<file path="config.mk">
export PLATFORM = sky130hd
export DESIGN_NAME = baccarat_card_dealer_flat
export DESIGN_NICKNAME = d
export VERILOG_FILES = /design/src/rtl/baccarat_card_dealer_if.sv /design/src/rtl/baccarat_card_dealer.sv /design/src/flat_wrapper.sv
export SDC_FILE = /design/constraint.sdc
export NUM_CORES = 1
export LEC_CHECK = 0
export CAP_MARGIN = 20
export CELL_PAD_IN_SITES_DETAIL_PLACEMENT = 1
export CELL_PAD_IN_SITES_GLOBAL_PLACEMENT = 2
export CORE_ASPECT_RATIO = 0.8
export CORE_MARGIN = 2
export CORE_UTILIZATION = 35
export CTS_CLUSTER_SIZE = 10
export DETAILED_ROUTE_END_ITERATION = 6
export GPL_TIMING_DRIVEN = 0
export PLACE_DENSITY_LB_ADDON = 0.08
export SLEW_MARGIN = 20
export SYNTH_ARGS = -nofsm -noshare
export SYNTH_HDL_FRONTEND = slang
export SYNTH_SLANG_ARGS = --single-unit
</file>
<file path="constraint.sdc">
create_clock -name slow_clock -period 10.8 [get_ports slow_clock]
set_clock_uncertainty 0.2 [all_clocks]
set_input_delay 2.16 -clock slow_clock [delete_from_list [all_inputs] [get_ports slow_clock]]
set_output_delay 2.16 -clock slow_clock [all_outputs]
set_load 0.05 [all_outputs]
</file>
<file path="src/rtl/baccarat_card_dealer_if.sv">
// Card-load bus between the game controller
// and the card dealer.
interface baccarat_card_dealer_if;
  logic       load_pcard1;
  logic       load_pcard2;
  logic       load_pcard3;
  logic       load_dcard1;
  logic       load_dcard2;
  logic       load_dcard3;
  logic       new_hand;
  logic       shoe_refill;
  logic       force_valid;
  logic [3:0] force_rank;
  logic [3:0] pcard1;
  logic [3:0] pcard2;
  logic [3:0] pcard3;
  logic [3:0] dcard1;
  logic [3:0] dcard2;
  logic [3:0] dcard3;
  logic [3:0] pscore;
  logic [3:0] dscore;
  logic [7:0] cards_left;
  logic       shoe_empty;
  logic       deal_error;

  modport master (
    output load_pcard1, load_pcard2, load_pcard3,
    output load_dcard1, load_dcard2, load_dcard3,
    output new_hand, shoe_refill,
    output force_valid, force_rank,
    input  pcard1, pcard2, pcard3,
    input  dcard1, dcard2, dcard3,
    input  pscore, dscore,
    input  cards_left, shoe_empty, deal_error
  );

  modport slave (
    input  load_pcard1, load_pcard2, load_pcard3,
    input  load_dcard1, load_dcard2, load_dcard3,
    input  new_hand, shoe_refill,
    input  force_valid, force_rank,
    output pcard1, pcard2, pcard3,
    output dcard1, dcard2, dcard3,
    output pscore, dscore,
    output cards_left, shoe_empty, deal_error
  );
endinterface

</file>
<file path="src/rtl/baccarat_card_dealer.sv">
// Multi-deck shoe with LFSR draw, per-rank depletion
// and baccarat scoring for six hand slots.
module baccarat_card_dealer #(
  parameter int          NUM_DECKS = 1,
  parameter logic [15:0] SEED      = 16'hACE1
) (
  input logic                   slow_clock,
  input logic                   reset,
  baccarat_card_dealer_if.slave bus
);
  localparam logic [3:0] FULL =
    4'(4 * NUM_DECKS);
  localparam logic [7:0] TOTAL =
    8'(52 * NUM_DECKS);
  localparam logic [15:0] SEED_EFF =
    (SEED == 16'h0) ? 16'h0001 : SEED;

  logic [15:0] lfsr;
  logic [3:0]  cnt  [13];
  logic [3:0]  eff  [13];
  logic [3:0]  slot [6];
  logic [7:0]  cards_left;
  logic        deal_error;
  logic [5:0]  ld;
  logic        strobe;
  logic        one_hot;
  logic        legal;
  logic        illegal;
  logic [3:0]  cand_idx;
  logic [3:0]  dealt_idx;
  logic [4:0]  p;
  logic        found;
  logic [4:0]  psum;
  logic [4:0]  dsum;

  function automatic logic [4:0] value(
    input logic [3:0] r
  );
    return (r >= 4'd1 && r <= 4'd9) ?
      {1'b0, r} : 5'd0;
  endfunction

  function automatic logic [3:0] mod10(
    input logic [4:0] s
  );
    logic [4:0] t;
    t = s;
    if (t >= 5'd20) t = t - 5'd20;
    else if (t >= 5'd10) t = t - 5'd10;
    return t[3:0];
  endfunction

  assign ld = {bus.load_dcard3, bus.load_dcard2,
               bus.load_dcard1, bus.load_pcard3,
               bus.load_pcard2, bus.load_pcard1};
  assign strobe  = |ld;
  assign one_hot = strobe &&
    ((ld & (ld - 6'd1)) == 6'd0);
  // new_hand swallows any strobe without a deal or error
  assign legal   = !bus.new_hand && one_hot &&
    (cards_left != 8'd0);
  assign illegal = !bus.new_hand && strobe && !legal;

  always_comb begin
    cand_idx = (lfsr[3:0] < 4'd13) ?
      lfsr[3:0] : lfsr[3:0] - 4'd13;
    if (bus.force_valid) begin
      if (bus.force_rank == 4'd0 ||
          bus.force_rank > 4'd13)
        cand_idx = 4'd0;
      else
        cand_idx = bus.force_rank - 4'd1;
    end
  end

  always_comb begin
    for (int i = 0; i < 13; i++)
      eff[i] = bus.shoe_refill ? FULL : cnt[i];
  end

  // Cyclic first-available scan starting at the candidate
  always_comb begin
    found     = 1'b0;
    dealt_idx = cand_idx;
    p         = '0;
    for (int k = 0; k < 13; k++) begin
      p = {1'b0, cand_idx} + 5'(k);
      if (p >= 5'd13) p = p - 5'd13;
      if (!found && eff[p[3:0]] != 4'd0) begin
        found     = 1'b1;
        dealt_idx = p[3:0];
      end
    end
  end

  always_ff @(posedge slow_clock) begin
    if (reset) begin
      lfsr       <= SEED_EFF;
      cards_left <= TOTAL;
      deal_error <= 1'b0;
      for (int i = 0; i < 13; i++) cnt[i] <= FULL;
      for (int i = 0; i < 6; i++) slot[i] <= '0;
    end else begin
      lfsr <= {lfsr[14:0], lfsr[15] ^ lfsr[13] ^
               lfsr[12] ^ lfsr[10]};
      if (illegal) deal_error <= 1'b1;
      for (int i = 0; i < 13; i++)
        cnt[i] <= eff[i] -
          {3'd0, legal && found &&
                 dealt_idx == 4'(i)};
      cards_left <=
        (bus.shoe_refill ? TOTAL : cards_left) -
        {7'd0, legal};
      if (bus.new_hand) begin
        for (int i = 0; i < 6; i++) slot[i] <= '0;
      end else if (legal) begin
        for (int i = 0; i < 6; i++)
          if (ld[i]) slot[i] <= dealt_idx + 4'd1;
      end
    end
  end

  assign psum = value(slot[0]) + value(slot[1]) +
                value(slot[2]);
  assign dsum = value(slot[3]) + value(slot[4]) +
                value(slot[5]);

  assign bus.pcard1     = slot[0];
  assign bus.pcard2     = slot[1];
  assign bus.pcard3     = slot[2];
  assign bus.dcard1     = slot[3];
  assign bus.dcard2     = slot[4];
  assign bus.dcard3     = slot[5];
  assign bus.pscore     = mod10(psum);
  assign bus.dscore     = mod10(dsum);
  assign bus.cards_left = cards_left;
  assign bus.shoe_empty = (cards_left == 8'd0);
  assign bus.deal_error = deal_error;
endmodule

</file>
<file path="src/flat_wrapper.sv">
// flat-port wrapper written by rule: the top's interface ports become plain ports
module baccarat_card_dealer_flat 
#(
  parameter int          NUM_DECKS = 1,
  parameter logic [15:0] SEED      = 16'hACE1
)
  (slow_clock, reset, bus_load_pcard1, bus_load_pcard2, bus_load_pcard3, bus_load_dcard1, bus_load_dcard2, bus_load_dcard3, bus_new_hand, bus_shoe_refill, bus_force_valid, bus_force_rank, bus_pcard1, bus_pcard2, bus_pcard3, bus_dcard1, bus_dcard2, bus_dcard3, bus_pscore, bus_dscore, bus_cards_left, bus_shoe_empty, bus_deal_error);
  baccarat_card_dealer_if bus_i ();
  input logic slow_clock;
  input logic reset;
  input wire logic [$bits(bus_i.load_pcard1)-1:0] bus_load_pcard1;
  input wire logic [$bits(bus_i.load_pcard2)-1:0] bus_load_pcard2;
  input wire logic [$bits(bus_i.load_pcard3)-1:0] bus_load_pcard3;
  input wire logic [$bits(bus_i.load_dcard1)-1:0] bus_load_dcard1;
  input wire logic [$bits(bus_i.load_dcard2)-1:0] bus_load_dcard2;
  input wire logic [$bits(bus_i.load_dcard3)-1:0] bus_load_dcard3;
  input wire logic [$bits(bus_i.new_hand)-1:0] bus_new_hand;
  input wire logic [$bits(bus_i.shoe_refill)-1:0] bus_shoe_refill;
  input wire logic [$bits(bus_i.force_valid)-1:0] bus_force_valid;
  input wire logic [$bits(bus_i.force_rank)-1:0] bus_force_rank;
  output wire logic [$bits(bus_i.pcard1)-1:0] bus_pcard1;
  output wire logic [$bits(bus_i.pcard2)-1:0] bus_pcard2;
  output wire logic [$bits(bus_i.pcard3)-1:0] bus_pcard3;
  output wire logic [$bits(bus_i.dcard1)-1:0] bus_dcard1;
  output wire logic [$bits(bus_i.dcard2)-1:0] bus_dcard2;
  output wire logic [$bits(bus_i.dcard3)-1:0] bus_dcard3;
  output wire logic [$bits(bus_i.pscore)-1:0] bus_pscore;
  output wire logic [$bits(bus_i.dscore)-1:0] bus_dscore;
  output wire logic [$bits(bus_i.cards_left)-1:0] bus_cards_left;
  output wire logic [$bits(bus_i.shoe_empty)-1:0] bus_shoe_empty;
  output wire logic [$bits(bus_i.deal_error)-1:0] bus_deal_error;
  assign bus_i.load_pcard1 = bus_load_pcard1;
  assign bus_i.load_pcard2 = bus_load_pcard2;
  assign bus_i.load_pcard3 = bus_load_pcard3;
  assign bus_i.load_dcard1 = bus_load_dcard1;
  assign bus_i.load_dcard2 = bus_load_dcard2;
  assign bus_i.load_dcard3 = bus_load_dcard3;
  assign bus_i.new_hand = bus_new_hand;
  assign bus_i.shoe_refill = bus_shoe_refill;
  assign bus_i.force_valid = bus_force_valid;
  assign bus_i.force_rank = bus_force_rank;
  assign bus_pcard1 = bus_i.pcard1;
  assign bus_pcard2 = bus_i.pcard2;
  assign bus_pcard3 = bus_i.pcard3;
  assign bus_dcard1 = bus_i.dcard1;
  assign bus_dcard2 = bus_i.dcard2;
  assign bus_dcard3 = bus_i.dcard3;
  assign bus_pscore = bus_i.pscore;
  assign bus_dscore = bus_i.dscore;
  assign bus_cards_left = bus_i.cards_left;
  assign bus_shoe_empty = bus_i.shoe_empty;
  assign bus_deal_error = bus_i.deal_error;
  baccarat_card_dealer #(.NUM_DECKS(NUM_DECKS), .SEED(SEED)) u_core (.slow_clock(slow_clock), .reset(reset), .bus(bus_i));
endmodule
</file>
==> flow_metrics.tcl, run 1 <==
set metrics [dict create \
    status "finished clean" \
    yosysTopAreaCell "dfxtp_1" \
    gr-usage-met2_pct 42.5 \
    max-slew-margin-rel_pct 28.9 \
    rr_worst_depth 35 \
    die-area_mm2 0.0330 \
    antenna_found_initial 1 \
    crit_top_cell "ha_1" \
    syn_area_mm2 0.0110 \
    critical-path-max-stage-delay_ps 630 \
    netlist_instances 1414 \
    critPathArrivalTime_ps 10490 \
    required_ps 10860 \
    hold_path_end "u_core.lfsr[10]$_SDFF_PP1_" \
    p_leak_nw 4.72 \
    drt_iter0_drc 1004 \
    hp-start "u_core.lfsr[9]$_SDFF_PP0_" \
    fin_ws_ps 372 \
    synth_edf_count 24 \
    initial_core_util_pct 35.3 \
    numCtsBuffers 9 \
    hold_viol 0 \
    ant_nets 0 \
    ys_seq_elements 101 \
    crit_path_max_fanout 14 \
    gr-usage-met3_pct 8.32 \
    via_per_inst 6.22 \
    cap_violations 0 \
    ys_types 108 \
    cts_hold_buf 0 \
    layout.nets 1598 \
    setup_viol 0 \
    async_reset_ff_share_pct 0 \
    cts_buffer_depth 2 \
    syn2layout_area_growth_pct 18.9 \
    path_clk_slew_ps 90 \
    period_needed_ps 10430 \
    grt_pass1_vias 11700 \
    wl_um 49200 \
    reg2reg_from "u_core.lfsr[0]$_SDFF_PP1_" \
    row_count 58 \
    grt_max_degree 21 \
    ys_warn_count 0 \
    crit_path_top_delay_cell "clkdlybuf4s50_1" \
    die_y_um 163 \
    cts-htree-levels 3 \
    crit_type "input pin to register" \
    die_x_um 202 \
    dr.pass1.iters 6 \
    pre_cts_ws_ps -1890 \
    wl_per_cell_um 25.4 \
    ios 57 \
    critPathBufInv 6 \
    drc_errors 0 \
    critPathTopFamily "compound AO/OA/AOI/OAI gates" \
    hpwlAfterDp_um 38600 \
    grt_pass1_wl_um 73500 \
    port_buffers 54 \
    fin_total_pwr_mw 1.91 \
    globalplace.congestion 0.967 \
    global_route.usage.total_pct 29.5 \
    hold_depth 1 \
    critPathLaunchType "input pin" \
    worstHoldPathType "register to register" \
    num_antenna_cells 0 \
    overflow 0 \
    cts_root_buf "clkbuf_16" \
    r2r_slack_ps 1610 \
    synth.area.top_cells "dfxtp_1, ha_1, edfxtp_1, nor2_1, mux2i_1" \
    yosysTopAreaCellShare_pct 14.0 \
    grt.met1_usage_pct 42.9 \
    worst_slew_pin_slew_ps 1040 \
    syn_area_per_cell_um2 7.80 \
    finalCritPeriodShare_pct 96.6 \
    coreArea_mm2 0.0312 \
    finalMaxSlewViolations 0 \
    max_freq_mhz 95.9 \
    top_usage_layer "met1" \
    peakVddDrop_mv 0.0760 \
    yosysSeqAreaShare_pct 20.5 \
    power_density_mw_per_mm2 146 \
    clock_sink_count 101 \
    worst_setup_path_end_kind "register" \
    syn-num-nets 1504 \
    ys.flop_type "dfxtp_1" \
    rr_endpoint "u_core.cnt[0][18]$_SDFF_PP1_" \
    worst_skew_pair.late_latency_ps 360 \
    drive_above_1_share_pct 15.1 \
    num_vias 12000 \
    cts_tree "built" \
]
-- flip-flops by register name, summed over array words and instances (netlist names) --
| signal | flops |
|---|---|
| u_core.bus.cards_left | 8 |
| u_core.bus.deal_error | 1 |
| u_core.cnt | 52 |
| u_core.lfsr | 16 |
| u_core.slot | 24 |
-- cell usage after synthesis, drive strengths merged (35+ instances only) --
cell and count:
dfxtp 77, nor2 167, o21ai 85, clkbuf 45, mux2i 41, nand2b 59
xnor2 35, inv 39, nand2 102, nand3 38, a21oi 78, ha 65
nor3 61
-- how the worst max path moves through the flow --
stage                           start  slack (ps)  depth (start not counted)                      endpoint
floorplan           bus_force_rank[1]        1370                         31  u_core.cnt[0][18]$_SDFF_PP1_
global placement      bus_force_valid       -1960                         31  u_core.cnt[0][18]$_SDFF_PP1_
detailed placement    bus_force_valid       -1890                         31  u_core.cnt[0][18]$_SDFF_PP1_
CTS                 bus_force_rank[0]           6                         32  u_core.cnt[0][18]$_SDFF_PP1_
global route        bus_force_rank[0]         -40                         32  u_core.cnt[0][18]$_SDFF_PP1_
finish              bus_force_rank[0]         370                         31  u_core.cnt[0][18]$_SDFF_PP1_
-- stage by stage --
step / hold slack (ps) / area [um^2] / cells / TNS, ps / util [%]
after global placement: 195 / 12100 / 1888 / -111540 / 38.8
after global routing: 230 / 13100 / 1933 / -43.7 / 42.0
after floorplan: 189 / 11000 / 1414 / 0 / -
after CTS: 216 / 12800 / 1916 / 0 / 40.9
final: 211 / 13100 / 1933 / 0 / 42.0
after detailed placement: 199 / 12200 / 1899 / -106190 / 39.2
-- cell type report --
cell class                      count  area (um^2)
Sequential cell                   101         2260
Tap cell                          420          526
Clock inverter                      7          100
Multi-Input combinational cell   1197         8710
Fill cell                        3803        18100
Buffer                             72          362
Timing Repair Buffer               86          766
Clock buffer                        9          225
Inverter                           41          160
-- layout by cell type (no fill, tap or decap), drive strengths merged, types with 11 or more instances in the layout --
cell           synthesis  layout
a211oi                27      27
a21boi                11      11
a21o                  13      13
a21oi                 78      78
a31oi                 15      15
and2                  17      17
and3                  18      18
buf                   30      60
clkbuf                45      53
clkdlybuf4s50          0      54
dfxtp                 77      77
edfxtp                24      24
ha                    65      65
inv                   39      41
mux2i                 41      41
nand2                102     102
nand2b                59      59
nand3                 38      38
nand4                 13      13
nor2                 167     167
nor2b                 19      19
nor3                  61      61
nor4                  28      28
o2111ai               11      11
o211ai                20      20
o21ai                 85      85
or2                   25      25
or4                   18      18
xnor2                 35      35
xor2                  19      19
-- repair_timing --
action / 4_1_cts / 5_1_grt
setup buffers: 2 / 18
gates resized for setup: 50 / 64
pin swaps: 1 / 9
setup endpoints to repair: 76 / 58
-- metal layers --
metal  part of all wire [%]  routed length, um
met2                     41              20200
met4                    1.9                925
met5                      0                  0
met1                     47              22900
met3                     10               5110
-- cell families after synthesis --
group,count (synthesis),share of synthesized area [%]
buffers and inverters,116,4.38
AOI/OAI and AO/OA,392,25.1
and+or+nand+nor,617,29.7
muxes,58,6.51
DFF,101,20.5
adders and majority gates,76,9.28
xor gates and xnor gates,54,4.53
-- report_power, final --
| group | internal [mW] | switching (mW) |
|---|---|---|
| Combinational | 0.381 | 0.774 |
| Clock | 0.188 | 0.166 |
| Sequential | 0.397 | 0.00790 |
| Total | 0.965 | 0.947 |
Note: power is estimated with default switching activity, not from simulation.
==> run 2: changes to the inputs <==
--- a/config.mk
+++ b/config.mk
@@ -9,12 +9,12 @@
 export CELL_PAD_IN_SITES_DETAIL_PLACEMENT = 1
 export CELL_PAD_IN_SITES_GLOBAL_PLACEMENT = 2
 export CORE_ASPECT_RATIO = 0.8
-export CORE_MARGIN = 2
 export CORE_UTILIZATION = 35
 export CTS_CLUSTER_SIZE = 10
 export DETAILED_ROUTE_END_ITERATION = 6
 export GPL_TIMING_DRIVEN = 0
-export PLACE_DENSITY_LB_ADDON = 0.08
+export PLACE_DENSITY_LB_ADDON = 0.25
+export SETUP_SLACK_MARGIN = 0.02
 export SLEW_MARGIN = 20
 export SYNTH_ARGS = -nofsm -noshare
 export SYNTH_HDL_FRONTEND = slang
==> run 2 against run 1 <==
  * First-iteration DRC count increased by 18%
  * Global-route usage up 0.33 points
  * Clock power decreased by 7.9%
  * Routed wire length is 2.0% lower
  * Critical path type unchanged
  * Critical endpoint unchanged
  * Largest cell class unchanged
  * Largest power group unchanged
==> flow_metrics.tcl, run 2 (synthesis gave the netlist of run 1 again) <==
set metrics [dict create \
    largest_reg_flops 52 \
    coreArea_mm2 0.0307 \
    cts_root_buf "clkbuf_16" \
    worst_skew_pair.late_latency_ps 380 \
    regMostFlops "u_core.cnt" \
    cap_violations 0 \
    cts_tree "built" \
    cts_buffer_depth 2 \
    worst_setup_path_end_kind "register" \
    worstSetupStartpoint "bus_force_rank[0]" \
    globalplace.congestion 0.994 \
    critical-path-max-stage-delay_ps 640 \
    dr.pass1.iters 5 \
    max_freq_mhz 95.3 \
    wl_um 48200 \
    crit_path_top_delay_cell "clkdlybuf4s50_1" \
    drc_errors 0 \
    initial_core_util_pct 36.0 \
    utilization_pct 42.3 \
    via_per_inst 6.27 \
    status "finished clean" \
    crit_path_max_fanout 13 \
    die-area_mm2 0.0322 \
    path_clk_slew_ps 80 \
    row_count 57 \
    num_vias 12000 \
    top_regs "u_core.cnt (52), u_core.slot (24), u_core.lfsr (16)" \
    drive_above_1_share_pct 14.5 \
    worstHoldPathType "register to register" \
    final_area_mm2 0.0130 \
    cts-htree-levels 3 \
    hp-start "u_core.lfsr[4]$_SDFF_PP0_" \
    antenna_found_initial 2 \
    finalMaxSlewViolations 0 \
    power_density_mw_per_mm2 145 \
    r2r_slack_ps 1580 \
    worst_slew_pin_slew_ps 1130 \
    critPathLaunchType "input pin" \
    final_cell_mix "nor2_1, nand2_1, dfxtp_1, a21oi_1, o21ai_0" \
    port_buffers 54 \
    required_ps 10870 \
    overflow 0 \
    hold_viol 0 \
    ant_nets 0 \
    ios 57 \
    drt_iter0_drc 1180 \
    layout.nets 1591 \
    global_route.usage.total_pct 29.8 \
    hpwlAfterDp_um 37900 \
    crit_top_cell "ha_1" \
    setup_viol 0 \
    grt_pass1_vias 11900 \
    p_leak_nw 4.66 \
    layout_commonest_cell "nor2_1" \
    place_area_mm2 0.0122 \
    syn2layout_area_growth_pct 17.6 \
    crit_type "input pin to register" \
    grt_max_degree 20 \
    whs_ps 218 \
    period_needed_ps 10490 \
    die_y_um 161 \
    num_antenna_cells 0 \
    numCtsBuffers 9 \
    peakVddDrop_mv 0.102 \
    critPathArrivalTime_ps 10560 \
    grt_pass1_wl_um 73500 \
    reg2reg_from "u_core.lfsr[0]$_SDFF_PP1_" \
    die_x_um 200 \
    wl_per_cell_um 25.1 \
    finalCritPeriodShare_pct 97.1 \
    max-slew-margin-rel_pct 24.0 \
    clock_sink_count 101 \
]
-- run 2: cell types whose count changed in the layout (fill, tap and decap cells not counted), sizes merged --
cell / before / now
inv: 41 / 43
clkbuf: 53 / 52
buf: 60 / 54
bufinv: 1 / 0
clkinv: 5 / 4
-- run 2: critical path, delay by kind of cell --
family | cells | cell delay, ps
buf+inv | 10 | 2650
simple gates | 11 | 2350
compound gates | 7 | 1990
fa+ha+maj | 5 | 1370
-- run 2: repair_timing --
item	in CTS	in global routing
hold buffers	0	0
setup buffers	4	12
pin swaps	4	7
setup endpoints to repair	76	57
resized for setup	49	53
endpoints found under the hold margin	0	0
-- run 2: per-stage QoR --
step	worst slack (ps)	std cells	total power [mW]	setup TNS (ps)
5_1_grt	-14.3	1919	1.97	-14.3
2_1_floorplan	1370	1414	1.13	0
4_1_cts	54.7	1909	1.82	0
3_5_place_dp	-1680	1890	1.46	-88930
3_3_place_gp	-1540	1881	1.45	-78390
6_report	312	1919	1.88	0
-- run 2: path summary, 6_finish.rpt --
check | to | depth (start not counted)
max | u_core.cnt[0][18]$_SDFF_PP1_ | 33
min | u_core.lfsr[5]$_SDFF_PP1_ | 1
min reg2reg | u_core.lfsr[5]$_SDFF_PP1_ | 1
max reg2reg | u_core.cnt[0][18]$_SDFF_PP1_ | 33
-- run 2: routing by layer --
metal	GRT usage, %	vias up	routed length [um]
li1	-	5479	-
met1	42.9	5991	22600
met2	44.0	492	20100
met3	7.18	72	4520
met4	7.63	4	974
met5	0	-	21
-- run 2: layout make-up --
| class | count | area [um^2] |
|---|---|---|
| buffer | 72 | 358 |
| clock inverter | 7 | 66.3 |
| clock buffer | 9 | 225 |
| fill | 3745 | 17700 |
| tap | 413 | 517 |
| inverter | 41 | 156 |
| sequential | 101 | 2260 |
| multi-input combinational | 1197 | 8680 |
| timing repair buffer | 79 | 706 |
-- run 2: power breakdown --
group | switching, mW | leakage [nW] | internal, mW | total [mW]
Clock | 0.163 | 0.142 | 0.162 | 0.325
Sequential | 0.00787 | 0.894 | 0.397 | 0.405
Combinational | 0.771 | 3.63 | 0.375 | 1.15
Total | 0.942 | 4.66 | 0.934 | 1.88
==> variant, RTL diff (settings of run 2) <==
Make the reset (`reset`) asynchronous in one clocked block.
--- a/src/rtl/baccarat_card_dealer.sv
+++ b/src/rtl/baccarat_card_dealer.sv
@@ -93,7 +93,7 @@
     end
   end
 
-  always_ff @(posedge slow_clock) begin
+  always_ff @(posedge slow_clock or posedge reset) begin
     if (reset) begin
       lfsr       <= SEED_EFF;
       cards_left <= TOTAL;
Function: differs if reset is asserted again (counterexample within 4 cycles, from zero or initial values and one cycle with reset high); with reset held inactive, the same outputs for 4 cycles.
==> variant against run 2 <==
Largest cell class unchanged; design area rose by 7.5%; area after synthesis rose by 8.3%; worst setup slack worse by 0.022 ns; clock power is 4% higher; sequential cell count unchanged; total power fell by 26%; cell count grew 5.4%; routed wire length rose by 22%; first-iteration DRC count increased by 23%; highest routed layer is now met4; critical path depth fell by 1; die area increased by 8.2%; critical endpoint is now u_core.cnt[47].
==> variant: results (changes against run 2) <==
DRT Wirelength 59000 um (+22%); cts repair resizes 28 (-43%); flop2flop setup slack 2.13 ns (+0.55 ns); adder-cell share of the synthesized area 8.57% (-0.71 points); # port buffers 55 (+1.9%); GRT Total Usage 33.9% (+4.1 points); WL met2 23800 um (+18%); Worst Hold Depth 0 (-1); Post-Route Hold Slack 0.158 ns (-0.0592 ns); pre-CTS setup slack -1.41 ns (+0.262 ns); worst vdd ir 59.5 uV (-42%); FF-to-FF End u_core.cnt[47]; DRT met1 WL 27100 um (+20%); Post-DP Area 13200 um2 (+8.3%); hold path start u_core.lfsr[8]; M2 GR Usage 47.3% (+3.3 points); unique cell type count in the Yosys netlist 114 (+5.6%); top sig layer met4; vias in the first global route 13100 (+9.9%); Synth Area in Compound Gates 28.5% (+3.4 points); Reg-to-Reg Start u_core.lfsr[0]; top-area cell type share of the netlist area 16.1% (+2.2 points); nets 1674 (+5.2%); initial antenna violation count 1 (-1); Logic inverters 69 (+68%); Multi-In Gates 1240 (+3.6%); Final Instance Area 13900 um2 (+7.5%); postcts setup bufs 3 (-1); clk tree area frac 2.17% (-0.077 points); post-synthesis async set-or-reset flop share 100% (+100 points); mux share of post-synthesis cell area 5.36% (-1.1 points); first-pass GRT wire length 87700 um (+19%); layout cells sized above 1 16.2% (+1.7 points); Non-Clock Buffer Area Fraction 8.53% (+0.33 points); fraction of area in registers 18.3% (+0.89 points); Commonest cells post-synth nor2_1, nand2_1, a21oi_1; Non-CTS buffers 163 (+7.9%); Post-DP HPWL 46900 um (+24%); status complete, no violations; dominant cells by area after synthesis dfrtp_1, ha_1, dfstp_2, nor2_1, a21oi_1; Final WS setup 0.290 ns (-0.0222 ns); syn nets 1588 (+5.6%); Synth Flop Type dfrtp_1; Avg Inst Size Synth 7.97 um2 (+2.2%); Inst Count DP 2002 (+5.9%)
-- variant: cell types whose count changed after synthesis, sizes merged, moves of 9 or more --
| cell | before | now |
|---|---|---|
| buf | 30 | 39 |
| nand3 | 38 | 49 |
| dfrtp | 0 | 77 |
| o211ai | 20 | 35 |
| a211oi | 27 | 44 |
| edfxtp | 24 | 0 |
| nor3 | 61 | 45 |
| dfxtp | 77 | 0 |
| dfstp | 0 | 24 |
| a21oi | 78 | 97 |
| inv | 39 | 65 |
| xor2 | 19 | 29 |
| nand2b | 59 | 44 |
| o21ai | 85 | 75 |
-- variant: where the power goes --
group          switching, mW  leakage (nW)  internal [mW]
logic                  0.452          4.13          0.206
registers            0.00562          1.32          0.384
clock network          0.172         0.150          0.165
-- variant: kinds of logic after synthesis --
group | after synthesis
compound gates | 465
buf+inv | 157
mux | 54
fa+ha+maj | 76
simple gates | 583
xor+xnor | 62
flops | 101
